==> src/rtl/pipe_pkg.sv <==
// Shared pipeline definitions: control-word layout and the ID/EX next-state action.
package pipe_pkg;

  localparam int unsigned CTRL_W = 9;

  // Control word bit positions, MSB first in decode order.
  localparam int unsigned CTRL_REGWRITE = 8;
  localparam int unsigned CTRL_MEMTOREG = 7;
  localparam int unsigned CTRL_MEMREAD  = 6;
  localparam int unsigned CTRL_MEMWRITE = 5;
  localparam int unsigned CTRL_ALUSRC   = 4;
  localparam int unsigned CTRL_REGDST   = 3;
  localparam int unsigned CTRL_ALUOP_HI = 2;
  localparam int unsigned CTRL_ALUOP_LO = 1;
  localparam int unsigned CTRL_BRANCH   = 0;

  typedef logic [CTRL_W-1:0] ctrl_t;

  localparam ctrl_t BUBBLE_CTRL = '0;

  typedef enum logic [1:0] {
    ActHold   = 2'd0,
    ActBubble = 2'd1,
    ActLoad   = 2'd2
  } stage_act_e;

endpackage

==> src/rtl/id_ex_stage_if.sv <==
// ID/EX bundle: decoded inputs from ID and the registered EX-side view.
interface id_ex_stage_if #(
  parameter int unsigned DATA_W = 32
);
  logic [pipe_pkg::CTRL_W-1:0] ctrl_i;
  logic [DATA_W-1:0]           rs_data_i;
  logic [DATA_W-1:0]           rt_data_i;
  logic [DATA_W-1:0]           imm_i;
  logic [4:0]                  rs_addr_i;
  logic [4:0]                  rt_addr_i;
  logic [4:0]                  rd_addr_i;

  logic [pipe_pkg::CTRL_W-1:0] ctrl_o;
  logic [DATA_W-1:0]           rs_data_o;
  logic [DATA_W-1:0]           rt_data_o;
  logic [DATA_W-1:0]           imm_o;
  logic [4:0]                  rs_addr_o;
  logic [4:0]                  rt_addr_o;
  logic [4:0]                  rd_addr_o;
  logic                        valid_o;
  logic                        stall_o;

  modport master (
    output ctrl_i, rs_data_i, rt_data_i, imm_i, rs_addr_i, rt_addr_i, rd_addr_i,
    input  ctrl_o, rs_data_o, rt_data_o, imm_o, rs_addr_o, rt_addr_o, rd_addr_o,
    input  valid_o, stall_o
  );

  modport slave (
    input  ctrl_i, rs_data_i, rt_data_i, imm_i, rs_addr_i, rt_addr_i, rd_addr_i,
    output ctrl_o, rs_data_o, rt_data_o, imm_o, rs_addr_o, rt_addr_o, rd_addr_o,
    output valid_o, stall_o
  );
endinterface

==> src/rtl/load_use_detect.sv <==
// Combinational load-use comparator: a load in EX whose destination is read by the
// instruction in ID. rt is always compared, so a few false stalls are accepted.
module load_use_detect (
  input  logic       ex_mem_read_i,
  input  logic       ex_valid_i,
  input  logic [4:0] ex_rt_addr_i,
  input  logic [4:0] id_rs_addr_i,
  input  logic [4:0] id_rt_addr_i,
  output logic       haz_o
);

  always_comb begin
    haz_o = ex_mem_read_i && ex_valid_i && (ex_rt_addr_i != 5'd0) &&
            ((ex_rt_addr_i == id_rs_addr_i) || (ex_rt_addr_i == id_rt_addr_i));
  end

endmodule

==> src/rtl/id_ex_stage.sv <==
// ID/EX pipeline register with load-use stall generation and a saturating bubble counter.
module id_ex_stage
  import pipe_pkg::*;
#(
  parameter int unsigned DATA_W = 32,
  parameter int unsigned CNT_W  = 16
) (
  input  logic               clk_i,
  input  logic               rst_i,
  input  logic               hold_i,
  input  logic               flush_i,
  input  logic               cnt_clr_i,
  id_ex_stage_if.slave       bus,
  output logic [CNT_W-1:0]   bubble_cnt_o
);

  ctrl_t             ctrl_q, ctrl_d;
  logic [DATA_W-1:0] rs_data_q, rs_data_d, rt_data_q, rt_data_d, imm_q, imm_d;
  logic [4:0]        rs_addr_q, rs_addr_d, rt_addr_q, rt_addr_d, rd_addr_q, rd_addr_d;
  logic              valid_q, valid_d;
  logic [CNT_W-1:0]  cnt_q, cnt_d;
  logic              haz;
  stage_act_e        act;

  load_use_detect u_detect (
    .ex_mem_read_i (ctrl_q[CTRL_MEMREAD]),
    .ex_valid_i    (valid_q),
    .ex_rt_addr_i  (rt_addr_q),
    .id_rs_addr_i  (bus.rs_addr_i),
    .id_rt_addr_i  (bus.rt_addr_i),
    .haz_o         (haz)
  );

  always_comb begin
    if (hold_i)                act = ActHold;
    else if (flush_i || haz)   act = ActBubble;
    else                       act = ActLoad;
  end

  always_comb begin
    ctrl_d    = ctrl_q;
    rs_data_d = rs_data_q;
    rt_data_d = rt_data_q;
    imm_d     = imm_q;
    rs_addr_d = rs_addr_q;
    rt_addr_d = rt_addr_q;
    rd_addr_d = rd_addr_q;
    valid_d   = valid_q;
    unique case (act)
      ActHold: ;
      // Zeroed addresses keep the forwarding unit from matching against a bubble.
      ActBubble: begin
        ctrl_d    = BUBBLE_CTRL;
        rs_data_d = '0;
        rt_data_d = '0;
        imm_d     = '0;
        rs_addr_d = '0;
        rt_addr_d = '0;
        rd_addr_d = '0;
        valid_d   = 1'b0;
      end
      ActLoad: begin
        ctrl_d    = bus.ctrl_i;
        rs_data_d = bus.rs_data_i;
        rt_data_d = bus.rt_data_i;
        imm_d     = bus.imm_i;
        rs_addr_d = bus.rs_addr_i;
        rt_addr_d = bus.rt_addr_i;
        rd_addr_d = bus.rd_addr_i;
        valid_d   = 1'b1;
      end
      default: ;
    endcase
  end

  // Only hazard bubbles count; a clear in the same cycle wins over the increment.
  always_comb begin
    cnt_d = cnt_q;
    if (!hold_i) begin
      if (cnt_clr_i)                          cnt_d = '0;
      else if (haz && !flush_i && !(&cnt_q))  cnt_d = cnt_q + 1'b1;
    end
  end

  always_ff @(posedge clk_i or posedge rst_i) begin
    if (rst_i) begin
      ctrl_q    <= BUBBLE_CTRL;
      rs_data_q <= '0;
      rt_data_q <= '0;
      imm_q     <= '0;
      rs_addr_q <= '0;
      rt_addr_q <= '0;
      rd_addr_q <= '0;
      valid_q   <= 1'b0;
      cnt_q     <= '0;
    end else begin
      ctrl_q    <= ctrl_d;
      rs_data_q <= rs_data_d;
      rt_data_q <= rt_data_d;
      imm_q     <= imm_d;
      rs_addr_q <= rs_addr_d;
      rt_addr_q <= rt_addr_d;
      rd_addr_q <= rd_addr_d;
      valid_q   <= valid_d;
      cnt_q     <= cnt_d;
    end
  end

  assign bus.ctrl_o    = ctrl_q;
  assign bus.rs_data_o = rs_data_q;
  assign bus.rt_data_o = rt_data_q;
  assign bus.imm_o     = imm_q;
  assign bus.rs_addr_o = rs_addr_q;
  assign bus.rt_addr_o = rt_addr_q;
  assign bus.rd_addr_o = rd_addr_q;
  assign bus.valid_o   = valid_q;
  assign bus.stall_o   = haz && !flush_i;
  assign bubble_cnt_o  = cnt_q;

endmodule

==> src/flat_wrapper.sv <==
// flat-port wrapper written by rule: the top's interface ports become plain ports
module id_ex_stage_flat import pipe_pkg::*;
#(
  parameter int unsigned DATA_W = 32,
  parameter int unsigned CNT_W  = 16
)
  (clk_i, rst_i, hold_i, flush_i, cnt_clr_i, bubble_cnt_o, bus_ctrl_i, bus_rs_data_i, bus_rt_data_i, bus_imm_i, bus_rs_addr_i, bus_rt_addr_i, bus_rd_addr_i, bus_ctrl_o, bus_rs_data_o, bus_rt_data_o, bus_imm_o, bus_rs_addr_o, bus_rt_addr_o, bus_rd_addr_o, bus_valid_o, bus_stall_o);
  id_ex_stage_if #(.DATA_W(DATA_W)) bus_i ();
  input  logic clk_i;
  input  logic rst_i;
  input  logic hold_i;
  input  logic flush_i;
  input  logic cnt_clr_i;
  output logic [CNT_W-1:0] bubble_cnt_o;
  input wire logic [$bits(bus_i.ctrl_i)-1:0] bus_ctrl_i;
  input wire logic [$bits(bus_i.rs_data_i)-1:0] bus_rs_data_i;
  input wire logic [$bits(bus_i.rt_data_i)-1:0] bus_rt_data_i;
  input wire logic [$bits(bus_i.imm_i)-1:0] bus_imm_i;
  input wire logic [$bits(bus_i.rs_addr_i)-1:0] bus_rs_addr_i;
  input wire logic [$bits(bus_i.rt_addr_i)-1:0] bus_rt_addr_i;
  input wire logic [$bits(bus_i.rd_addr_i)-1:0] bus_rd_addr_i;
  output wire logic [$bits(bus_i.ctrl_o)-1:0] bus_ctrl_o;
  output wire logic [$bits(bus_i.rs_data_o)-1:0] bus_rs_data_o;
  output wire logic [$bits(bus_i.rt_data_o)-1:0] bus_rt_data_o;
  output wire logic [$bits(bus_i.imm_o)-1:0] bus_imm_o;
  output wire logic [$bits(bus_i.rs_addr_o)-1:0] bus_rs_addr_o;
  output wire logic [$bits(bus_i.rt_addr_o)-1:0] bus_rt_addr_o;
  output wire logic [$bits(bus_i.rd_addr_o)-1:0] bus_rd_addr_o;
  output wire logic [$bits(bus_i.valid_o)-1:0] bus_valid_o;
  output wire logic [$bits(bus_i.stall_o)-1:0] bus_stall_o;
  assign bus_i.ctrl_i = bus_ctrl_i;
  assign bus_i.rs_data_i = bus_rs_data_i;
  assign bus_i.rt_data_i = bus_rt_data_i;
  assign bus_i.imm_i = bus_imm_i;
  assign bus_i.rs_addr_i = bus_rs_addr_i;
  assign bus_i.rt_addr_i = bus_rt_addr_i;
  assign bus_i.rd_addr_i = bus_rd_addr_i;
  assign bus_ctrl_o = bus_i.ctrl_o;
  assign bus_rs_data_o = bus_i.rs_data_o;
  assign bus_rt_data_o = bus_i.rt_data_o;
  assign bus_imm_o = bus_i.imm_o;
  assign bus_rs_addr_o = bus_i.rs_addr_o;
  assign bus_rt_addr_o = bus_i.rt_addr_o;
  assign bus_rd_addr_o = bus_i.rd_addr_o;
  assign bus_valid_o = bus_i.valid_o;
  assign bus_stall_o = bus_i.stall_o;
  id_ex_stage #(.DATA_W(DATA_W), .CNT_W(CNT_W)) u_core (.clk_i(clk_i), .rst_i(rst_i), .hold_i(hold_i), .flush_i(flush_i), .cnt_clr_i(cnt_clr_i), .bus(bus_i), .bubble_cnt_o(bubble_cnt_o));
endmodule
==> config.mk <==
export PLATFORM = sky130hd
export DESIGN_NAME = id_ex_stage_flat
export DESIGN_NICKNAME = d
export VERILOG_FILES = /design/src/rtl/pipe_pkg.sv /design/src/rtl/id_ex_stage_if.sv /design/src/rtl/load_use_detect.sv /design/src/rtl/id_ex_stage.sv /design/src/flat_wrapper.sv
export SDC_FILE = /design/constraint.sdc
export NUM_CORES = 1
export LEC_CHECK = 0
export ABC_AREA = 1
export CAP_MARGIN = 20
export CELL_PAD_IN_SITES_DETAIL_PLACEMENT = 1
export CELL_PAD_IN_SITES_GLOBAL_PLACEMENT = 1
export CORE_ASPECT_RATIO = 0.8
export CORE_MARGIN = 4
export CORE_UTILIZATION = 50
export CTS_BUF_LIST = sky130_fd_sc_hd__clkbuf_4
export DETAILED_ROUTE_END_ITERATION = 8
export DONT_BUFFER_PORTS = 1
export MAX_ROUTING_LAYER = met4
export PLACE_DENSITY = 0.89
export SYNTH_ARGS = -nofsm -noshare
export SYNTH_HDL_FRONTEND = slang
export SYNTH_SLANG_ARGS = --single-unit
==> constraint.sdc <==
create_clock -name clk_i -period 12.6 [get_ports clk_i]
set_input_delay 2.52 -clock clk_i [delete_from_list [all_inputs] [get_ports clk_i]]
set_output_delay 2.52 -clock clk_i [all_outputs]
set_load 0.005 [all_outputs]
==> impl_metrics.json <==
{
  "outcome": "complete, no violations",
  "timing.rr.end": "u_core.bus.rt_data_o[16]",
  "diodes": 0,
  "ys_top_cells_by_count": "nand2_1, dfrtp_1, inv_1, o21ai_1, nor2_1",
  "routed_wl_um": 16500,
  "cts_resized": 0,
  "drt_pass1_iterations": 4,
  "max-vdd-ir-drop_mv": 0.0590,
  "hold_path.class": "reg -> reg",
  "seq_power_share_pct": 57.5,
  "post-place-cells": 827,
  "cts_tree": "done",
  "endpoint": "bus_stall_o",
  "worst_pin_slew_ns": 0.850,
  "synth.most_common_cell": "nand2_1",
  "via_per_inst": 5.25,
  "dieArea_um2": 13800,
  "setup-tns-final_ns": 0,
  "yosysTopAreaCell": "dfrtp_1",
  "fp-row-count": 35,
  "ys_warn_count": 0,
  "synthCells": 708,
  "num_io_pins": 263,
  "criticalPathCategory": "in -> out",
  "worstSkewPairLatency_ns": 0.51,
  "syn_nets": 834,
  "p_leak_nw": 3.35,
  "avgSynthCellArea_um2": 8.43,
  "clockPowerShare_pct": 34.8,
  "regToRegSetupSlack_ns": 10.14,
  "cts_root_buf": "clkbuf_4",
  "die_w_um": 130,
  "areaGrowthSynthToFinish_pct": 5.49,
  "period_share_pct": 46.0,
  "setup_viol": 0,
  "placed_area_um2": 5990,
  "power.switching_mw": 0.247,
  "r2r_cells": 11,
  "ctsHoldBuffers": 0,
  "worst_setup_path_end_kind": "output pin",
  "vias": 4509,
  "async_flop_share_pct": 100,
  "die_y_um": 106,
  "fin_crit_ns": 5.80,
  "cp.required_ns": 10.08,
  "htreeDepth": 4,
  "place_congestion": 0.824,
  "cp-startpoint": "bus_rt_addr_i[4]",
  "powerDensity_nw_per_um2": 140,
  "layout.cells.non_filler": 859,
  "swShare_pct": 27.9,
  "ys_seq_area_share_pct": 57.4,
  "drc": 0,
  "synth_edf_count": 0,
  "grt_max_degree": 118,
  "netlist_area_um2": 5970,
  "p_comb_share_pct": 7.7,
  "antenna_found_initial": 0,
  "r2r_start": "u_core.bus.rt_addr_o[1]",
  "drive_above_1_share_pct": 7.59,
  "holdWs_ns": 0.533,
  "core_um2": 11600,
  "post_cts_buffers": 0,
  "clk_path_buf_depth": 2,
  "yosys-top-cells-area": "dfrtp_1, nand2_1, o21ai_1",
  "crit_fanout": 2,
  "grt_pass1_vias": 4940,
  "cp.arrival_ns": 3.28,
  "max_freq_mhz": 172,
  "postLayoutCellArea_um2": 6300,
  "io_buffers": 0,
  "internal_power_mw": 0.636,
  "overflow": 0,
  "nNetsFinal": 824,
  "slew_viol_final": 0,
  "yosysTopAreaCellShare_pct": 57.4,
  "drtAntennaViolNets": 0,
  "start_util_pct": 51.5,
  "synthDistinctLibCells": 28,
  "wire_per_inst_um": 19.2,
  "synth_top_flop_cell": "dfrtp_1",
  "ys_ff_latch": 137,
  "track_usage_pct": 24.7,
  "numClockSinks": 137,
  "grt_pass1_wl_um": 25700,
  "drt_iter0_drc": 207,
  "hold_viol": 0,
  "dp_hpwl_um": 12100,
  "clkSlewWorstSetupHoldPaths_ns": 0.12,
  "cap_violations": 0,
  "relSlewSlack_pct": 43.4,
  "finClkSkew_ns": 0.0265,
  "start_kind": "input pin",
  "cts-buffers-inserted": 17,
  "rsz0062_at_grt": "no"
}
## registers in the layout (all words and copies together), names as in the netlist
register / flops
u_core.bus.rs_addr_o: 5
u_core.bus.imm_o: 32
u_core.bus.rs_data_o: 32
u_core.bubble_cnt_o: 16
u_core.bus.ctrl_o: 9
u_core.bus.rt_data_o: 32
u_core.bus.rt_addr_o: 5
u_core.bus.valid_o: 1
u_core.bus.rd_addr_o: 5
## cell families (layout without fill, tap and decap cells)
group           after synthesis  count (layout)  synth area share (%)
simple gates                259             259                  17.8
buf+inv                     174             177                  12.5
flops                       137             137                  57.4
compound gates              131             131                  11.2
xor+xnor                      6               6                 0.880
fa+ha+maj                     1               1                 0.210
## through the flow
stage	total power, mW	worst slack [ns]	utilization, %
2_1_floorplan	0.565	6.41	-
3_3_place_gp	0.577	6.90	51.5
3_5_place_dp	0.587	6.80	51.6
4_1_cts	0.893	6.79	54.3
5_1_grt	0.930	6.70	54.3
6_report	0.883	6.80	54.3
## worst min path at each step
stage                                        start                        to  slack, ns  cells past startpoint
after floorplan               u_core.bus.ctrl_o[0]      u_core.bus.ctrl_o[0]       0.48                      2
after global placement    u_core.bus.rt_data_o[18]  u_core.bus.rt_data_o[18]       0.50                      2
after detailed placement   u_core.bus.rt_data_o[2]   u_core.bus.rt_data_o[2]       0.51                      2
after CTS                  u_core.bus.rt_data_o[2]   u_core.bus.rt_data_o[2]       0.53                      2
after global routing          u_core.bus.imm_o[16]      u_core.bus.imm_o[16]       0.55                      2
final                      u_core.bus.rt_data_o[2]   u_core.bus.rt_data_o[2]       0.53                      2
## power groups by stage
stage / clock (mW) / combinational (mW) / sequential [mW]
finish: 0.308 / 0.0682 / 0.507
global route: 0.337 / 0.0797 / 0.513
global placement: 0 / 0.0622 / 0.515
detailed placement: 0 / 0.0698 / 0.517
CTS: 0.314 / 0.0700 / 0.509
floorplan: 0 / 0.0622 / 0.503
## routing by layer
layer	vias to the layer above	wire length, µm	global-route usage [%]
met5	-	0	-
met2	179	8480	42.5
met3	34	1450	9.07
li1	2148	-	-
met4	0	400	8.01
met1	2148	6130	26.2
## cell type report
| cell class | count | area [µm²] |
|---|---|---|
| Fill cell | 1404 | 5310 |
| Clock buffer | 18 | 135 |
| Tap cell | 148 | 185 |
| Sequential cell | 137 | 3430 |
| Timing Repair Buffer | 3 | 35.0 |
| Clock inverter | 14 | 173 |
| Inverter | 142 | 538 |
| Multi-Input combinational cell | 397 | 1800 |
## worst max-delay path, cell delays in order
cell	delay, ns
inv_1	0.03
nand2_1	0.06
nand2_1	0.07
nor2_1	0.13
nand3_1	0.10
nand2_1	0.11
nand2_1	0.12
nor2_1	0.14
## cells in the final DEF (no fill, tap or decap), types with 3 or more instances in the layout
master     instances
nand2_1          189
dfrtp_1          137
inv_1            133
o21ai_1          117
nor2_1            28
nand3_1           25
clkbuf_4          18
inv_2              8
o22ai_1            5
nor3_1             4
xor2_1             4
o21ai_0            4
clkinv_4           4
inv_6              3
nor2_2             3
a21oi_1            3
clkinv_2           3
bufinv_16          3
Note: power is estimated with default switching activity, not from simulation.
